[config.mk]
export PLATFORM = sky130hd
export DESIGN_NAME = issue_scoreboard
export DESIGN_NICKNAME = d
export VERILOG_FILES = /design/src/rtl/issue_scoreboard_pkg.sv /design/src/rtl/issue_sb_hazard.sv /design/src/rtl/issue_scoreboard.sv
export SDC_FILE = /design/constraint.sdc
export NUM_CORES = 1
export LEC_CHECK = 0
export CAP_MARGIN = 10
export CORE_ASPECT_RATIO = 0.6
export CORE_MARGIN = 2
export CORE_UTILIZATION = 43
export DETAILED_ROUTE_END_ITERATION = 7
export PLACE_DENSITY_LB_ADDON = 0.1
export SETUP_SLACK_MARGIN = 0.02
export SYNTH_ARGS = -nofsm -noshare
export SYNTH_HDL_FRONTEND = slang
export SYNTH_SLANG_ARGS = --single-unit
[constraint.sdc]
create_clock -name clk -period 10.1 [get_ports clk]
set_input_delay 2.02 -clock clk [delete_from_list [all_inputs] [get_ports clk]]
set_output_delay 2.02 -clock clk [all_outputs]
set_load 0.005 [all_outputs]
[src/rtl/issue_scoreboard_pkg.sv]
// Shared types and helpers for the register-busy issue scoreboard.
// Latency: n/a (types, constants and pure combinational functions only).
// Backpressure: n/a.
package issue_scoreboard_pkg;

   localparam int NUM_ARCH_REG = 32;
   localparam int REG_IDX_W    = 5;
   localparam int NUM_WB_DEF   = 2;
   localparam int CNT_W_DEF    = 6;

   typedef logic [REG_IDX_W-1:0]    reg_idx_t;
   typedef logic [NUM_ARCH_REG-1:0] reg_vec_t;

   // One issue-queue head slot as seen by the scoreboard
   typedef struct packed {
      logic     valid;
      reg_idx_t rj;
      reg_idx_t rk;
      reg_idx_t rd;
      logic     long_lat;
   } slot_t;

   // A register is hazardous when busy and not being written back this cycle
   // (wb_free is all-zero unless same-cycle bypass is enabled). r0 never is.
   function automatic logic reg_hazard(input reg_idx_t idx,
                                       input reg_vec_t busy,
                                       input reg_vec_t wb_free);
      return (idx != '0) && busy[idx] && !wb_free[idx];
   endfunction

   // Population count of a register-sized bit vector
   function automatic logic [REG_IDX_W:0] popcount(input reg_vec_t v);
      logic [REG_IDX_W:0] n;
      n = '0;
      for (int i = 0; i < NUM_ARCH_REG; i++) begin
         n = n + {{REG_IDX_W{1'b0}}, v[i]};
      end
      return n;
   endfunction

endpackage

[src/rtl/issue_sb_hazard.sv]
// Per-slot hazard check: three operands against busy bits plus optional older-slot long rd.
// Latency: purely combinational.
// Backpressure: none; can_issue is the stall signal consumed by the issue stage.
module issue_sb_hazard
   import issue_scoreboard_pkg::*;
(
   input  slot_t    slot,
   input  reg_vec_t busy,
   input  reg_vec_t wb_free,
   input  logic     pair_long,
   input  reg_idx_t pair_rd,
   output logic     can_issue
);

   logic busy_hit;
   logic pair_hit;

   // RAW on rj/rk, WAW on rd, and dependence on an older long op issuing alongside
   always_comb begin
      busy_hit  = reg_hazard(slot.rj, busy, wb_free) ||
                  reg_hazard(slot.rk, busy, wb_free) ||
                  reg_hazard(slot.rd, busy, wb_free);
      pair_hit  = pair_long && (pair_rd != '0) &&
                  ((slot.rj == pair_rd) || (slot.rk == pair_rd) || (slot.rd == pair_rd));
      can_issue = !slot.valid || !(busy_hit || pair_hit);
   end

endmodule

[src/rtl/issue_scoreboard.sv]
// Dual-issue register-busy scoreboard for long-latency uops (optional macro ISSUE_SB_BYPASS_EN).
// Latency: can_issue combinational; set/clear land in busy_vec at the next edge (clear seen same cycle with bypass).
// Backpressure: can_issue0/1 stall the issue stage; writebacks are always accepted, never stalled.
module issue_scoreboard
   import issue_scoreboard_pkg::*;
#(
   parameter int NUM_WB = NUM_WB_DEF,
   parameter int CNT_W  = CNT_W_DEF
) (
   input  logic                        clk,
   input  logic                        rstn,
   input  logic                        flush,
   input  logic                        q0_valid,
   input  logic [REG_IDX_W-1:0]        q0_rj,
   input  logic [REG_IDX_W-1:0]        q0_rk,
   input  logic [REG_IDX_W-1:0]        q0_rd,
   input  logic                        q0_long,
   input  logic                        q1_valid,
   input  logic [REG_IDX_W-1:0]        q1_rj,
   input  logic [REG_IDX_W-1:0]        q1_rk,
   input  logic [REG_IDX_W-1:0]        q1_rd,
   input  logic                        q1_long,
   input  logic                        iss0_fire,
   input  logic                        iss1_fire,
   input  logic [NUM_WB-1:0]           wb_en,
   input  logic [REG_IDX_W*NUM_WB-1:0] wb_rd,
   output logic                        can_issue0,
   output logic                        can_issue1,
   output logic [NUM_ARCH_REG-1:0]     busy_vec,
   output logic [CNT_W-1:0]            outstanding,
   output logic                        idle
);

   slot_t    slot0;
   slot_t    slot1;
   reg_vec_t busy_q;
   reg_vec_t busy_d;
   reg_vec_t wb_hit;
   reg_vec_t wb_free;
   reg_vec_t set_vec;
   reg_vec_t clr_vec;
   reg_vec_t new_set;
   logic [CNT_W-1:0] cnt_q;
   logic [CNT_W-1:0] cnt_d;

   assign slot0 = {q0_valid, q0_rj, q0_rk, q0_rd, q0_long};
   assign slot1 = {q1_valid, q1_rj, q1_rk, q1_rd, q1_long};

   // Decode all writeback ports into one mask; duplicates collapse to one bit
   always_comb begin
      wb_hit = '0;
      for (int i = 0; i < NUM_WB; i++) begin
         if (wb_en[i]) begin
            wb_hit[wb_rd[i*REG_IDX_W +: REG_IDX_W]] = 1'b1;
         end
      end
      wb_hit[0] = 1'b0;
   end

`ifdef ISSUE_SB_BYPASS_EN
   // Same-cycle writeback frees the register for the hazard test (data is forwarded)
   assign wb_free = wb_hit;
`else
   // Consumers wait for the registered clear
   assign wb_free = '0;
`endif

   // Next busy state and count delta; set beats clear on the same register
   always_comb begin
      set_vec = '0;
      if (iss0_fire && q0_long) set_vec[q0_rd] = 1'b1;
      if (iss1_fire && q1_long) set_vec[q1_rd] = 1'b1;
      set_vec[0] = 1'b0;
      clr_vec = wb_hit & busy_q & ~set_vec;
      new_set = set_vec & ~busy_q;
      busy_d  = (busy_q | set_vec) & ~clr_vec;
      cnt_d   = cnt_q + CNT_W'(popcount(new_set)) - CNT_W'(popcount(clr_vec));
   end

   // Busy bits and outstanding count; flush drops every tracked op
   always_ff @(posedge clk or negedge rstn) begin
      if (!rstn) begin
         busy_q <= '0;
         cnt_q  <= '0;
      end else if (flush) begin
         busy_q <= '0;
         cnt_q  <= '0;
      end else begin
         busy_q <= busy_d;
         cnt_q  <= cnt_d;
      end
   end

   issue_sb_hazard u_hz0 (
      .slot      (slot0),
      .busy      (busy_q),
      .wb_free   (wb_free),
      .pair_long (1'b0),
      .pair_rd   ('0),
      .can_issue (can_issue0)
   );

   // Slot 1 also checks slot 0's long rd from the queue fields, not the fire
   issue_sb_hazard u_hz1 (
      .slot      (slot1),
      .busy      (busy_q),
      .wb_free   (wb_free),
      .pair_long (q0_valid && q0_long),
      .pair_rd   (q0_rd),
      .can_issue (can_issue1)
   );

   assign busy_vec    = busy_q;
   assign outstanding = cnt_q;
   assign idle        = (cnt_q == '0);

endmodule

==> key figures <==
Critical path
  – Critical Path Source Type: input pin
  – CP max-delay cell: clkdlybuf4s50_1
  – WS Path Type: in -> reg
  – R2R setup slack: 3390 ps
  – WP data arrival: 9500 ps
  – Crit-path max FO: 12
  – WP data required: 10250 ps
  – Peak per-stage delay on the critical path: 770 ps
  – Worst-path cell chain: clkdlybuf4s50_1, inv_1, nor3_2, a22oi_1, and3_1, fa_1, fa_1, inv_1, fa_1, fa_1, fa_1, fa_1, fa_1, inv_1, fa_1, inv_1, ha_1, fa_1, a21o_1, a21oi_1, xnor2_1, nor2_1
  – CP most frequent cell: fa_1
  – Critical Path End Type: flip-flop

Place
  – Place WS: 541 ps
  – Gpl congestion: 1.07
  – DPL Wire Length: 20.4 mm
  – # port buffers: 90

Synth
  – Cell variety after synth: 66
  – Avg Inst Size Synth: 8.99 sq um
  – Cell Area, Synth: 0.00634 sq mm
  – Post-synth EDFFs: 0
  – Synth Flop Type: dfrtp_1
  – Top-area cell type share of the netlist area: 0.180
  – Ys async rst share: 1.00
  – Most frequent cell after synthesis: inv_1
  – Post-Syn Nets: 828
  – Largest area contributor in the netlist: fa_1
  – Synth warnings: 0
  – Yosys reg bits: 37
  – Sequential fraction of the synthesis area: 0.146
  – Synth top cells by count: 64 x inv_1, 57 x fa_1, 45 x a21oi_1
  – Synth area leaders: fa_1 18%, dfrtp_1 15%, mux4_2 5.7%, mux2i_1 4.9%, a22oi_1 4.3%
  – Syn Inst Count: 705

Clock network
  – Reg clk slew, reported paths: 60 ps
  – Clock H-tree levels: 2
  – CTS root buffer: clkbuf_16
  – CTS tree: built
  – TritonCTS Sinks: 37
  – Setup Buffers After CTS: 0
  – Total CTS buffers: 5
  – Worst-Skew Late Latency: 290 ps
  – Post-CTS resize count: 0
  – CTS max path bufs: 2
  – CTS hold repair buffers: 0

Global routing
  – Number of global-route vias before repair: 6060
  – GRT Util Overall: 0.340
  – First-pass GRT wire length: 39.6 mm
  – Largest net degree at the start of global routing: 38
  – Antenna violations before repair: 0
  – Gr ovfl total: 0

Drt
  – Final ANT Viol Nets: 0
  – Via count: 6399
  – DR vias/cell: 6.71
  – Initial DRT Pass Iterations: 8
  – DRC: 2
  – DR WL/cell: 27.9 um
  – DRT Wirelength: 26.6 mm
  – Initial DRC count: 944

Run status
  – Status: finished with violations
  – Failing checks: DRC

STA
  – Actual slew at the worst max-slew pin: 909 ps
  – Final min period: 9350 ps
  – Count of final max-slew check failures: 0
  – Worst rel slew slack: 0.394
  – Setup WS post-layout: 749 ps
  – Part of the cycle the worst path needs: 0.926
  – Peak Freq: 107 MHz
  – Final hold vios: 0
  – Setup TNS: 0 ps
  – Number of setup violations in the final report: 0
  – Setup Skew: 4.44 ps
  – Final hold slack: 834 ps
  – Setup repair after global routing missed its margin: false

Die
  – CORE AREA: 0.0145 sq mm
  – FP Rows: 34
  – Die ar.: 0.0158 sq mm
  – Die Y: 98.0 um
  – Starting Density: 0.438
  – IO Pins: 92
  – Die width: 161 um

Hold path
  – HP Class: reg -> reg

Cells and area
  – Nets: 878
  – Share of cells above drive strength 1: 0.111
  – Synth-to-Final Area Change: 17.4%
  – Diodes inserted: 0

Power and ir drop
  – P_leak: 2.94 nW
  – Final Total Pwr: 1.09 mW
  – PwrDens: 147 mW/mm^2
  – Peak VDD IR: 0.218 mV

Flow run
  – Max_cap viols: 0
-- flip-flops by register name (all words and copies together) (netlist names) --
register     flops
busy_vec        31
outstanding      6
-- critical path: cells and delay by family --
family / cells / cell delay, ps
adders and majority gates: 10 / 4710
xor gates and xnor gates: 1 / 130
and+or+nand+nor: 3 / 860
buffers and inverters: 5 / 1180
AOI/OAI and AO/OA: 3 / 590
-- layout make-up --
cell class	count	area, sq um
fill	1330	7030
multi-input combinational	539	4860
timing repair buffer	108	1030
sequential	37	926
tap	198	248
inverter	64	240
clock buffer	8	136
-- metrics by stage --
| step | utilization | std cells | instance area [sq um] |
|---|---|---|---|
| 3_5_place_dp | 0.505 | 946 | 7300 |
| 2_1_floorplan | - | 705 | 6340 |
| 6_report | 0.514 | 954 | 7440 |
| 4_1_cts | 0.514 | 954 | 7440 |
| 3_3_place_gp | 0.505 | 946 | 7300 |
| 5_1_grt | 0.514 | 954 | 7440 |
-- power by group --
| part | leakage [nW] | internal [mW] | switching, mW |
|---|---|---|---|
| clock network | 0.0652 | 0.0920 | 0.0630 |
| logic | 2.36 | 0.336 | 0.408 |
| registers | 0.509 | 0.166 | 0.0250 |
| total | 2.94 | 0.594 | 0.496 |
-- path summary, 6_finish.rpt --
kind	startpoint	endpoint	cells after the start
hold / removal	busy_vec[11]	busy_vec[11]	2
hold reg to reg	busy_vec[11]	busy_vec[11]	2
setup / recovery	q1_rd[1]	outstanding[5]	22
setup reg to reg	busy_vec[1]	outstanding[5]	19
min in group asynchronous	rstn	busy_vec[20]	1
max in group asynchronous	rstn	outstanding[5]	1
-- routing by layer --
metal,global-route usage,vias up,part of all wire
li1,-,2700,-
met1,0.539,3119,0.45
met2,0.418,526,0.36
met3,0.147,54,0.17
met4,0.0584,0,0.019
met5,0.0152,-,0
-- cells in the final DEF (no fill, tap or decap), types with 4 or more instances in the layout --
cell and count:
xnor2_1 10, inv_1 64, dfrtp_1 37, nand4_1 4, a21oi_1 45, nand2b_1 5, and3_1 14, nand2_1 20
mux4_2 16, nor2b_1 10, or3_1 4, xor2_1 11, o221ai_1 30, o22ai_1 33, nand3b_1 12, mux2_2 17
o21ai_0 4, nor3_1 12, nor3b_1 6, mux2i_1 31, or2_2 16, nand3_1 36, clkbuf_16 5, nor2_1 36
nand4b_1 5, fa_1 57, buf_4 18, a22oi_1 36, clkdlybuf4s50_1 89, ha_1 15
-- kinds of logic after synthesis --
logic type,share of synthesized area
other,0.000592
and+or+nand+nor,0.180
AOI/OAI and AO/OA,0.195
adders and majority gates,0.210
DFF,0.146
xor gates and xnor gates,0.0290
buffers and inverters,0.0875
muxes,0.153
Note: power is estimated with default switching activity, not from simulation.
